==> src/rtl/fetch_unit.sv <==
// Instruction fetch sequencer: credit-limited imem requests, 2-entry decode buffer, squash on redirect.
// Optional FETCH_PERF_EN adds saturating request/squash counters.
module fetch_unit #(
  parameter int                     IMEM_ADDR_W = 10,
  parameter logic [IMEM_ADDR_W-1:0] PC_RESET    = '0
) (
  input  logic                   clk,
  input  logic                   reset_i,
  input  logic                   en_i,
  output logic                   imem_req_v_o,
  output logic [IMEM_ADDR_W-1:0] imem_addr_o,
  input  logic                   imem_req_ready_i,
  input  logic                   imem_resp_v_i,
  input  logic [15:0]            imem_data_i,
  output logic                   instr_v_o,
  output logic [15:0]            instr_o,
  output logic [IMEM_ADDR_W-1:0] instr_pc_o,
  input  logic                   instr_yumi_i,
  input  logic                   jump_now_i,
  input  logic [IMEM_ADDR_W-1:0] jump_target_i
`ifdef FETCH_PERF_EN
  ,
  output logic [31:0]            perf_fetch_o,
  output logic [31:0]            perf_squash_o
`endif
);

  typedef enum logic {IDLE = 1'b0, FETCH = 1'b1} state_e;

  state_e                 state_q, state_d;
  logic [IMEM_ADDR_W-1:0] pc_q;
  logic [1:0]             outst_q, squash_q, cnt_q;
  logic [IMEM_ADDR_W-1:0] ifq_pc [2];
  logic                   ifq_wr, ifq_rd;
  logic [15:0]            buf_data [2];
  logic [IMEM_ADDR_W-1:0] buf_pc [2];
  logic                   buf_wr, buf_rd;
  logic                   accept, drop, push, pop;

  always_ff @(posedge clk) begin
    if (reset_i) state_q <= IDLE;
    else         state_q <= state_d;
  end

  always_comb begin
    state_d = state_q;
    case (state_q)
      IDLE:    if (en_i)  state_d = FETCH;
      FETCH:   if (!en_i) state_d = IDLE;
      default: state_d = IDLE;
    endcase
  end

  // Squashed-but-outstanding requests still hold credit until their response returns.
  always_comb begin
    imem_req_v_o = (state_q == FETCH) && en_i && !jump_now_i &&
                   (({1'b0, outst_q} + {1'b0, cnt_q}) < 3'd2);
  end

  assign imem_addr_o = pc_q;
  assign instr_v_o   = (cnt_q != 2'd0);
  assign instr_o     = instr_v_o ? buf_data[buf_rd] : '0;
  assign instr_pc_o  = instr_v_o ? buf_pc[buf_rd]   : '0;

  assign accept = imem_req_v_o & imem_req_ready_i;
  assign drop   = imem_resp_v_i & ((squash_q != 2'd0) | jump_now_i);
  assign push   = imem_resp_v_i & ~drop;
  assign pop    = instr_yumi_i & instr_v_o & ~jump_now_i;

  always_ff @(posedge clk) begin
    if (reset_i) begin
      pc_q     <= PC_RESET;
      outst_q  <= '0;
      squash_q <= '0;
      cnt_q    <= '0;
      ifq_wr   <= 1'b0;
      ifq_rd   <= 1'b0;
      buf_wr   <= 1'b0;
      buf_rd   <= 1'b0;
    end else begin
      outst_q <= outst_q + 2'(accept) - 2'(imem_resp_v_i);
      ifq_wr  <= ifq_wr ^ accept;
      ifq_rd  <= ifq_rd ^ imem_resp_v_i;
      if (jump_now_i) begin
        // A same-cycle response retires against the old outstanding count.
        pc_q     <= jump_target_i;
        squash_q <= outst_q - 2'(imem_resp_v_i);
        cnt_q    <= '0;
        buf_wr   <= 1'b0;
        buf_rd   <= 1'b0;
      end else begin
        if (accept) pc_q <= pc_q + 1'b1;
        if (imem_resp_v_i && squash_q != 2'd0) squash_q <= squash_q - 2'd1;
        cnt_q  <= cnt_q + 2'(push) - 2'(pop);
        buf_wr <= buf_wr ^ push;
        buf_rd <= buf_rd ^ pop;
      end
    end
  end

  always_ff @(posedge clk) begin
    if (accept) ifq_pc[ifq_wr] <= pc_q;
    if (push) begin
      buf_data[buf_wr] <= imem_data_i;
      buf_pc[buf_wr]   <= ifq_pc[ifq_rd];
    end
  end

`ifdef FETCH_PERF_EN
  logic [1:0]  sq_inc;
  logic [32:0] fetch_sum, squash_sum;

  always_comb begin
    sq_inc     = 2'(drop) + (jump_now_i ? cnt_q : 2'd0);
    fetch_sum  = {1'b0, perf_fetch_o}  + 33'(accept);
    squash_sum = {1'b0, perf_squash_o} + 33'(sq_inc);
  end

  always_ff @(posedge clk) begin
    if (reset_i) begin
      perf_fetch_o  <= '0;
      perf_squash_o <= '0;
    end else begin
      perf_fetch_o  <= fetch_sum[32]  ? '1 : fetch_sum[31:0];
      perf_squash_o <= squash_sum[32] ? '1 : squash_sum[31:0];
    end
  end
`endif

endmodule

==> config.mk <==
export PLATFORM = sky130hd
export DESIGN_NAME = fetch_unit
export DESIGN_NICKNAME = d
export VERILOG_FILES = /design/src/rtl/fetch_unit.sv
export SDC_FILE = /design/constraint.sdc
export NUM_CORES = 1
export LEC_CHECK = 0
export CORE_MARGIN = 3
export CORE_UTILIZATION = 50
export CTS_CLUSTER_SIZE = 28
export DETAILED_ROUTE_END_ITERATION = 10
export GPL_ROUTABILITY_DRIVEN = 0
export PLACE_DENSITY = 0.76
export SLEW_MARGIN = 20
export SYNTH_ARGS = -nofsm -noshare
export SYNTH_HDL_FRONTEND = slang
export SYNTH_SLANG_ARGS = --single-unit
==> constraint.sdc <==
create_clock -name clk -period 2.66 [get_ports clk]
set_clock_uncertainty 0.15 [all_clocks]
set_input_delay 0.266 -clock clk [delete_from_list [all_inputs] [get_ports clk]]
set_output_delay 0.266 -clock clk [all_outputs]
set_load 0.05 [all_outputs]
=== Word level (Yosys, flattened, before mapping) ===
Memories as Yosys holds them, arrays and structs flattened. A register that Yosys moved wholly into a read port is not among the register bits.
Index checks and enable logic that the tools add are counted.

* Register bits: 21
* Bits in writable memories: 72
* Input port bits: 33
* Output and inout bits: 38
* Logic and storage cells: 57
* Memories kept: 3

{| class="wikitable"
|+ Memories
! memory !! depth !! bits a word !! rd ports !! clocked after memory_dff !! write ports !! line !! RTL
|-
| buf_data || 2 || 16 || 1 || 1 || 1 || 35 || <nowiki>logic [15:0] buf_data [2];</nowiki>
|-
| buf_pc || 2 || 10 || 1 || 1 || 1 || 36 || <nowiki>logic [IMEM_ADDR_W-1:0] buf_pc [2];</nowiki>
|-
| ifq_pc || 2 || 10 || 1 || 1 || 1 || 33 || <nowiki>logic [IMEM_ADDR_W-1:0] ifq_pc [2];</nowiki>
|}

* $add $sub $neg: 8
* Magnitude comparators: 1
* Mux-type cells: 14
* Bitwise operators: 12
* Reduce and logical (&&, ||, !) cells: 10

{| class="wikitable"
|+ Operators by type and width
! cell !! number
|-
| $mux 10 || 3
|-
| $mux 16 || 1
|-
| $add 10x1->10 const B || 1
|-
| $mux 1 || 8
|-
| $reduce_bool 2->1 || 4
|-
| $sub 2x1->2 || 3
|-
| $and 1x1->1 || 5
|-
| $add 2x1->2 || 2
|-
| $logic_and 1x1->1 || 4
|-
| $mux 2 || 2
|-
| $xor 1x1->1 || 4
|-
| $add 2x2->3 || 1
|-
| $lt 3x2->1 const B || 1
|-
| $not 1->1 || 2
|-
| $reduce_or 2->1 || 1
|-
| $sub 2x1->2 const B || 1
|-
| $logic_not 1->1 || 1
|-
| $or 1x1->1 || 1
|}

=== Longest topological paths before layout ===
* Depth in word-level cells: 7
* Gate-level depth with buffers: 11

=== Worst setup path before layout ===
Ideal clock, no wire load.

* Kind: register -> register
* From: register outst_q[0]
* To: register outst_q[1]
* Library setup time: 0.128 ns
* Data arrival time: 2.134 ns
* Slack: 0.248 ns
* Stages on the path, launching flop included: 12
* Path buffers: 1
* Clock period less this slack: 2.412 ns
* Cell sequence: dfxtp_1 > and2_1 > fa_1 > and4b_1 > nand2_2 > buf_6 > ha_1 > inv_1 > ha_1 > xor2_1 > xnor2_1 > nor2_1

* Cells in the longest elaborated chain, start to end: 6

{| class="wikitable"
|+ Ends and longest elaborated chain
! element !! line !! RTL
|-
| start, declared || 32 || <nowiki>logic [1:0] outst_q, squash_q, cnt_q;</nowiki>
|-
| start signal, assigned || 81 || <nowiki>outst_q <= outst_q + 2'(accept) - 2'(imem_resp_v_i);</nowiki>
|-
| $add 2x2->3 || 57 || <nowiki>(({1'b0, outst_q} + {1'b0, cnt_q}) < 3'd2);</nowiki>
|-
| $lt 3x2->1 || 57 ||
|-
| $logic_and 1x1->1 || 56 || <nowiki>imem_req_v_o = (state_q == FETCH) && en_i && !jump_now_i &&</nowiki>
|-
| $and 1x1->1 || 65 || <nowiki>assign accept = imem_req_v_o & imem_req_ready_i;</nowiki>
|-
| $add 2x1->2 * || 81 ||
|-
| $sub 2x1->2 * || 81 ||
|}

Mark *: on every way between the ends. The rest lies on a longest branch, timed or not.
A chain may end at the register's enable or synchronous reset.

=== Final worst setup path ===
* From: register cnt_q[0]
* To: register outst_q[1]

* Cells in the longest elaborated chain, start to end: 6

{| class="wikitable"
|+ Ends and longest elaborated chain
! element !! line !! RTL
|-
| start, declared || 32 ||
|-
| start signal, assigned || 94 || <nowiki>cnt_q <= cnt_q + 2'(push) - 2'(pop);</nowiki>
|-
| $add 2x2->3 || 57 ||
|-
| $lt 3x2->1 || 57 ||
|-
| $logic_and 1x1->1 || 56 ||
|-
| $and 1x1->1 || 65 ||
|-
| $add 2x1->2 || 81 ||
|-
| $sub 2x1->2 || 81 ||
|}

Every way passes these cells.

==> summary.txt <==
Critical path
  • Worst path cell trace: and2_1 -> fa_1 -> nor2_1 -> nand2_2 -> ha_1 -> inv_1 -> ha_1 -> xor2_1 -> xnor2_1 -> nor2_1
  • Req. time, crit path: 2.73 ns
  • Worst setup EP type: flip-flop
  • Critical Path Fanout Max: 4
  • Reg2Reg Setup Slack: 0.22 ns
  • Worst-case reg-to-reg path depth: 10
  • Setup crit start: cnt_q[0]$_SDFF_PP0_
  • Slowest stage delay, CP: 0.45 ns
  • Critical R2R Launch: cnt_q[0]$_SDFF_PP0_
  • Critical path arrival: 2.51 ns
  • Critical path's slowest cell: fa_1
  • Setup crit end: outst_q[1]$_SDFF_PP0_
  • R2r endpoint: outst_q[1]$_SDFF_PP0_
  • Worst setup SP type: flip-flop
  • Crit path kind: flip-flop to flip-flop

Power and ir drop
  • Pwr Density: 618 nW/um^2
  • Lkg Pwr: 1.70 nW
  • IR drop worst, VDD: 0.303 mV

Placement
  • Placed instance area: 4600 um^2
  • Port Buffers: 70
  • Placed cells: 438
  • HPWL Detailed: 4570 um

Finish
  • Fillers: 549
  • Final net count: 395
  • Area grow syn2layout: 25.9%
  • Final Instance Area: 4820 um^2
  • ANT cells: 0
  • Share of layout cells above drive strength 1: 0.181
  • Fin cells: 453

Logic synthesis
  • Synth cell types: 39
  • Synth Instances: 273
  • Mean Syn Cell Area: 14.0 um^2
  • Top cells by count, synth: 72 x edfxtp_1, 38 x nor2_1, 27 x mux2i_1, 21 x dfxtp_1, 12 x inv_1
  • Largest cells by area after synthesis: edfxtp_1 56%, dfxtp_1 11%, mux2i_1 7.1%
  • Yosys top cell area share: 0.565
  • Primary FF master, synth: edfxtp_1
  • Count leader, synth: edfxtp_1
  • Syn Std Cell Area: 3830 um^2
  • Post-synth EDFFs: 72
  • Sequential fraction of the synthesis area: 0.675
  • Yosys reg bits: 93
  • YS warnings: 0
  • Synthesized net count: 318
  • Yosys top cell by area: edfxtp_1
  • Post-synth ARST share: 0

Timing
  • Final hold violation count: 0
  • Post-route minimum period: 2.44 ns
  • Slew HR: 0.494
  • Setup TNS: 0 ns
  • Fin crit share: 0.919
  • # setup viols final: 0
  • Max-slew violation count: 0
  • RSZ-0062 raised after global routing: false
  • WHS: 0.317 ns
  • Worst Max-Slew Pin Slew: 0.756 ns
  • FMAX: 409 MHz

CTS
  • CTS tree: done
  • Clock buffer depth: 2
  • Hold_buf cts: 0
  • Clock Latency Late Sink: 0.35 ns
  • CTS resizes: 0
  • CTS Buf Count: 9
  • Root Buffer Master: clkbuf_8
  • Clock Sinks: 93
  • H-tree Lvls: 3
  • CTS clk-pin slew, worst paths: 0.09 ns
  • Post-CTS Setup Bufs: 0

Global route
  • Vias in the first global route: 2291
  • Met1 global-route usage: 0.208
  • Grt total ovfl: 0
  • Busiest grt layer: met2
  • GRT Util Overall: 0.162
  • Antenna violations before repair: 0
  • Met2 global-route usage: 0.263
  • Largest net degree at the start of global routing: 27
  • First-pass GRT wire length: 10800 um
  • Met3 Track Usage GR: 0.0354

Die
  • Die Ht: 93.5 um
  • DIE AREA: 8740 um^2
  • Die width: 93.5 um
  • Initial Utilization: 0.522
  • I/O Pins: 71
  • # rows: 31
  • CORE AREA: 7330 um^2

Routing
  • Routed Antenna Nets: 0
  • Vias: 2353
  • Final wirelength: 6820 um
  • Vias per inst: 5.19
  • DR iter-0 viols: 64
  • Initial DRT Pass Iterations: 4
  • WL/cell: 15.0 um
  • Drt drc: 0

Hold path
  • HP Class: input pin to flip-flop

Outcome
  • Status: completed

Job
  • Max-cap viol count: 0
[routing by layer]
layer | share of wire | vias up
li1 | - | 1163
met1 | 0.44 | 1125
met2 | 0.49 | 54
met3 | 0.048 | 11
met4 | 0.017 | 0
met5 | 0 | -
[stage by stage]
stage	worst slack [ns]	total power, mW	utilization
2_1_floorplan	0.248	1.88	-
3_3_place_gp	0.273	2.01	0.628
3_5_place_dp	0.201	2.01	0.628
4_1_cts	0.183	3.00	0.656
5_1_grt	0.0139	3.08	0.657
6_report	0.216	2.98	0.657
[power by group]
part / switching (mW) / leakage [nW] / internal (mW) / total [mW]
Combinational: 0.183 / 0.768 / 0.143 / 0.326
Clock: 0.471 / 0.107 / 0.524 / 0.995
Sequential: 0.0403 / 0.828 / 1.61 / 1.65
Total: 0.694 / 1.70 / 2.28 / 2.98
[final cells by class]
| class | instances | area, um^2 | area share |
|---|---|---|---|
| Sequential cell | 93 | 2580 | 0.536 |
| Multi-Input combinational cell | 156 | 1150 | 0.239 |
| Timing Repair Buffer | 77 | 698 | 0.145 |
| Clock buffer | 9 | 124 | 0.0257 |
| Tap cell | 99 | 124 | 0.0257 |
| Clock inverter | 6 | 86.3 | 0.0179 |
| Inverter | 13 | 48.8 | 0.0101 |
[flip-flops by register name, summed over array words and instances (netlist names)]
signal	cells
squash_q	2
buf_wr	1
buf_rd	1
buf_data	32
ifq_pc	20
imem_addr_o	10
buf_pc	20
ifq_rd	1
cnt_q	2
state_q	1
ifq_wr	1
outst_q	2
[critical path: cells and delay by family (launching register included)]
family	cells	cell delay, ns
xor+xnor	2	0.30
buf+inv	1	0.04
simple gates	4	0.52
flops	1	0.39
fa+ha+maj	3	0.90
[cell families after synthesis]
group / after synthesis / share of synthesized area
muxes: 38 / 0.103
DFF: 93 / 0.675
xor gates and xnor gates: 8 / 0.0183
and+or+nand+nor: 75 / 0.0928
adders and majority gates: 12 / 0.0412
buffers and inverters: 24 / 0.0262
AOI/OAI and AO/OA: 23 / 0.0438
[cell usage in the layout (no fill, tap or decap), types with 3 or more instances in the layout]
master | Yosys | routed
ha_1 | 11 | 9
edfxtp_1 | 72 | 72
nand4_1 | 3 | 3
clkdlybuf4s50_1 | 0 | 43
inv_1 | 12 | 12
nand2_1 | 11 | 11
or4_1 | 3 | 3
xor2_1 | 3 | 3
clkbuf_8 | 0 | 9
mux2i_1 | 27 | 27
nor3_1 | 3 | 3
o311ai_0 | 4 | 4
nor2_1 | 38 | 37
a31oi_1 | 5 | 5
a211oi_1 | 3 | 3
buf_4 | 0 | 33
nor2b_1 | 3 | 3
a21oi_1 | 4 | 4
nand3_1 | 4 | 4
dfxtp_1 | 21 | 20
mux2_2 | 11 | 11
xnor2_1 | 5 | 5
[worst min path at each step]
stage	cells after the start	slack (ns)	start	end
after floorplan	1	0.19	reset_i	state_q$_SDFF_PP0_
after global placement	0	0.38	imem_addr_o[9]$_SDFFE_PP0P_	ifq_pc[0][9]$_DFFE_PP_
after detailed placement	0	0.38	imem_addr_o[9]$_SDFFE_PP0P_	ifq_pc[0][9]$_DFFE_PP_
after CTS	3	0.31	jump_target_i[0]	imem_addr_o[0]$_SDFFE_PP0P_
after global routing	1	0.32	imem_data_i[10]	buf_data[0][10]$_DFFE_PP_
final	3	0.32	jump_target_i[0]	imem_addr_o[0]$_SDFFE_PP0P_
Power figures use the tool's default switching activity.
